<file path="src/rtl/serial_add_ctrl.sv">
// Bit-serial adder controller: one full adder, LSB first, one bit per clock.
// IDLE accepts operands on start, RUN takes WIDTH cycles, DONE pulses for one cycle.
module serial_add_ctrl #(
    parameter int WIDTH = 8
) (
    input  logic             clk,
    input  logic             reset,
    input  logic             start,
    input  logic [WIDTH-1:0] a,
    input  logic [WIDTH-1:0] b,
    input  logic             cin,
    output logic             busy,
    output logic             done,
    output logic [WIDTH-1:0] sum,
    output logic             cout
);

    localparam int CW = (WIDTH > 1) ? $clog2(WIDTH) : 1;

    typedef enum logic [1:0] {
        IDLE = 2'd0,
        RUN  = 2'd1,
        DONE = 2'd2
    } state_t;

    state_t           state_r;
    state_t           state_next_s;
    logic [WIDTH-1:0] a_r;
    logic [WIDTH-1:0] b_r;
    logic [WIDTH-1:0] res_r;
    logic             carry_r;
    logic [CW-1:0]    cnt_r;
    logic             fa_sum_s;
    logic             fa_carry_s;
    logic             last_bit_s;

    function automatic logic fa_sum(input logic x, input logic y, input logic c);
        return x ^ y ^ c;
    endfunction

    function automatic logic fa_carry(input logic x, input logic y, input logic c);
        return (x & y) | (x & c) | (y & c);
    endfunction

    assign fa_sum_s   = fa_sum(a_r[0], b_r[0], carry_r);
    assign fa_carry_s = fa_carry(a_r[0], b_r[0], carry_r);
    assign last_bit_s = (cnt_r == CW'(WIDTH - 1));

    // State register
    always_ff @(posedge clk) begin
        if (reset) begin
            state_r <= IDLE;
        end else begin
            state_r <= state_next_s;
        end
    end

    // Next-state logic
    always_comb begin
        state_next_s = state_r;
        case (state_r)
            IDLE: begin
                if (start) begin
                    state_next_s = RUN;
                end else begin
                    state_next_s = IDLE;
                end
            end
            RUN: begin
                if (last_bit_s) begin
                    state_next_s = DONE;
                end else begin
                    state_next_s = RUN;
                end
            end
            DONE:    state_next_s = IDLE;
            default: state_next_s = IDLE;
        endcase
    end

    // Output decode; state is registered so these are glitch-free
    always_comb begin
        busy = 1'b0;
        done = 1'b0;
        case (state_r)
            RUN:     busy = 1'b1;
            DONE:    done = 1'b1;
            default: begin
                busy = 1'b0;
                done = 1'b0;
            end
        endcase
    end

    // Datapath: operand capture, serial shift and carry update
    always_ff @(posedge clk) begin
        if (reset) begin
            a_r     <= {WIDTH{1'b0}};
            b_r     <= {WIDTH{1'b0}};
            res_r   <= {WIDTH{1'b0}};
            carry_r <= 1'b0;
            cnt_r   <= {CW{1'b0}};
        end else begin
            case (state_r)
                IDLE: begin
                    if (start) begin
                        a_r     <= a;
                        b_r     <= b;
                        carry_r <= cin;
                        cnt_r   <= {CW{1'b0}};
                    end
                end
                RUN: begin
                    a_r     <= a_r >> 1;
                    b_r     <= b_r >> 1;
                    // Sum bits enter at the MSB so after WIDTH shifts bit 0 lands at the LSB
                    res_r   <= {fa_sum_s, res_r[WIDTH-1:1]};
                    carry_r <= fa_carry_s;
                    cnt_r   <= cnt_r + CW'(1);
                end
                default: begin
                    cnt_r <= cnt_r;
                end
            endcase
        end
    end

    assign sum  = res_r;
    assign cout = carry_r;

endmodule

</file>
<file path="config.mk">
export PLATFORM = sky130hd
export DESIGN_NAME = serial_add_ctrl
export DESIGN_NICKNAME = d
export VERILOG_FILES = /design/src/rtl/serial_add_ctrl.sv
export SDC_FILE = /design/constraint.sdc
export NUM_CORES = 1
export LEC_CHECK = 0
export CAP_MARGIN = 20
export CORE_MARGIN = 2
export CORE_UTILIZATION = 40
export DETAILED_ROUTE_END_ITERATION = 16
export HOLD_SLACK_MARGIN = 0.1
export PLACE_DENSITY = 0.69
export SLEW_MARGIN = 15
export SYNTH_ARGS = -nofsm -noshare
export SYNTH_HDL_FRONTEND = slang
export SYNTH_SLANG_ARGS = --single-unit
</file>
<file path="constraint.sdc">
create_clock -name clk -period 1.4 [get_ports clk]
set_input_delay 0.28 -clock clk [delete_from_list [all_inputs] [get_ports clk]]
set_output_delay 0.28 -clock clk [all_outputs]
set_load 0.005 [all_outputs]
</file>
==> summary.txt <==
Critical path
  – Worst path max stage delay: 340 ps
  – CP max FO: 3
  – CP bufs+invs: 2
  – Critical path launch point type: register
  – Cell at the slowest stage of the critical path: dfxtp_2
  – Endpoint class of the critical path: primary output
  – Kind of critical path: register to primary output
  – CP top delay family: flip-flops
  – WP data required: 1120 ps
  – Critical-path cell list: nand2b_4, inv_2, dlygate4sd2_1
  – WP data arrival: 1070 ps

Detailed routing
  – DR WL/cell: 11.8 um
  – Detailed-route via count: 1054
  – Iteration-0 DRC count of the detailed router: 43
  – DRC viols: 0
  – Post-Route WL: 2.56 mm
  – DRT Pass-1 Iters: 4
  – Routed Antenna Nets: 0
  – Vias per Instance: 4.83

Clocking
  – Max clock buf depth: 2
  – Sink Count: 30
  – Clk slew on worst S/H paths: 90 ps
  – Total CTS buffers: 5
  – Clock tree from TritonCTS: yes
  – Worst skew pair latency: 330 ps
  – CTS H-tree lvls: 2
  – Hold_buf cts: 0
  – Root Driver: clkbuf_4

Power
  – Worst VDD drop: 646 uV
  – Pint: 1.30 mW
  – Comb power frac: 0.157
  – Sequential share of power: 0.536
  – P_leak: 0.742 nW
  – Clock Power Share: 0.308
  – Net Sw Frac: 0.254
  – Power per cell area: 1000 mW/mm^2
  – Sw power: 0.445 mW

Timing
  – Actual slew at the worst max-slew pin: 324 ps
  – Final setup vio count: 0
  – Max Freq: 743 MHz
  – Max-slew headroom: 0.783
  – Crit share post-route: 0.961
  – RSZ-0062 raised after global routing: false
  – Final WS setup: 54.6 ps
  – Final Slew Violations: 0
  – Hold Vio Cnt, Final: 0
  – Final critical-path required period: 1350 ps
  – Skew final: 4.54 ps
  – Worst hold slack: 462 ps

Yosys
  – Synth area leader: dfxtp_1
  – Sequential element share of the synthesized area: 0.472
  – Top cell type's share of synthesized area: 0.472
  – Syn Inst Count: 132
  – Post-synthesis async set-or-reset flop share: 0
  – Largest cells by area after synthesis: dfxtp_1 47%, mux2i_1 13%, a211oi_1 9.4%
  – Top FF cell, synth: dfxtp_1
  – Synth Net Count: 155
  – Avg Cell Area, Syn: 9.63 sq um
  – Mapped Area: 0.00127 sq mm
  – Seq cells post-synth: 30
  – Cell variety after synth: 22
  – Synth Warn #: 0
  – EDFF count, synth: 0

GRT
  – Total congestion overflow: 0
  – Antenna violations before repair: 0
  – Vias in the first global route: 1099
  – Total GRT Usage: 0.171
  – First-pass GRT wire length: 4.53 mm
  – Largest net degree at the start of global routing: 32

Floorplanning
  – Boundary pin count: 31
  – Die Width: 60.4 um
  – Die H: 60.4 um
  – Site Rows: 20
  – Initial Util: 0.420
  – Die Area: 0.00365 sq mm
  – CORE AREA: 0.00303 sq mm

Layout
  – Layout fillers: 284
  – Fraction of layout instances using a drive strength above 1: 0.201
  – Final core utilization: 0.576
  – Multi-input gate area: 586 sq um
  – Area taken by flip-flops and latches: 614 sq um
  – P&R area growth vs syn: 37.1%
  – Commonest non-fill, non-tap cell in the layout: nor2_1
  – Diodes inserted: 0
  – Most frequent cells in the layout: 20 x nor2_1, 19 x dfxtp_1, 19 x clkdlybuf4s50_1
  – Final Net Count: 196

Placed design
  – Final RePlAce weighted congestion: 0.721
  – Port Buffers: 30
  – DP HPWL: 1.83 mm
  – Setup WS pre-CTS: -65.9 ps

Job
  – Max_cap viols: 0

Status
  – Status: completed

Hold path
  – Worst Hold Class: register to register
## final timing paths
check | from | to | slack [ps] | depth (start not counted)
setup / recovery | state_r[1]$_SDFF_PP0_ | busy | 50 | 3
hold / removal | sum[6]$_SDFFE_PP0N_ | sum[5]$_SDFFE_PP0N_ | 460 | 2
setup reg to reg | state_r[0]$_SDFF_PP0_ | cout$_SDFFE_PP0P_ | 130 | 5
hold reg to reg | sum[6]$_SDFFE_PP0N_ | sum[5]$_SDFFE_PP0N_ | 460 | 2
## routing by layer
layer  vias up  track usage  routed length, um
li1        542            -                  -
met1       476        0.169               1030
met2        28        0.326               1330
met3         8       0.0448                143
met4         0       0.0857                 65
met5         -            0                  0
## kinds of logic (layout without fill, tap and decap cells)
group / after synthesis / after routing / synth area share
multiplexers: 16 / 16 / 0.126
AND/OR/NAND/NOR: 41 / 41 / 0.130
adder cells (fa/ha/maj): 3 / 3 / 0.0354
AO/OA/AOI/OAI: 30 / 30 / 0.163
buffers and inverters: 12 / 54 / 0.0728
flip-flops: 30 / 30 / 0.472
## what timing repair did
action | CTS | global route
gates resized for setup | 23 | 1
setup buffers | 6 | 0
setup endpoints to repair | 11 | 4
## synth_stat cells, types with 2 or more instances
cell type  instances
dfxtp_1           30
nor2_1            20
a211oi_1          16
mux2i_1           16
nand2_1           16
a21oi_1            8
a22oi_1            4
buf_6              3
clkbuf_1           3
buf_4              2
ha_1               2
nor3_1             2
## stage by stage
stage          setup TNS, ps  std cells  power, mW  instance area (sq um)
6_report                   0        218       1.75                   1740
2_1_floorplan              0        132       1.12                   1270
5_1_grt                    0        218       1.84                   1740
3_3_place_gp            -177        204       1.21                   1630
4_1_cts                    0        218       1.76                   1740
3_5_place_dp            -680        204       1.22                   1630
## sequential cells by signal (all words and copies together), names as in the netlist
name and cells:
a_r 8, b_r 8, sum 8, cnt_r 3
state_r 2, cout 1
## tightest hold or removal path, stage by stage (launching register included)
cell	delay, ps
dfxtp_2	330
nand2_1	50
a21oi_1	50
## power by group through the flow
stage / clock [mW] / sequential, mW / combinational (mW)
after global routing: 0.583 / 0.944 / 0.308
final: 0.538 / 0.936 / 0.274
after CTS: 0.549 / 0.936 / 0.276
after detailed placement: 0 / 0.956 / 0.268
after global placement: 0 / 0.954 / 0.260
after floorplan: 0 / 0.949 / 0.169
## layout make-up
cell class	instances	area share
sequential	30	0.352
multi-input combinational	90	0.336
timing repair buffer	44	0.241
clock buffer	7	0.0316
tap	44	0.0316
inverter	2	0.00431
clock inverter	1	0.00287
Power figures use the tool's default switching activity.
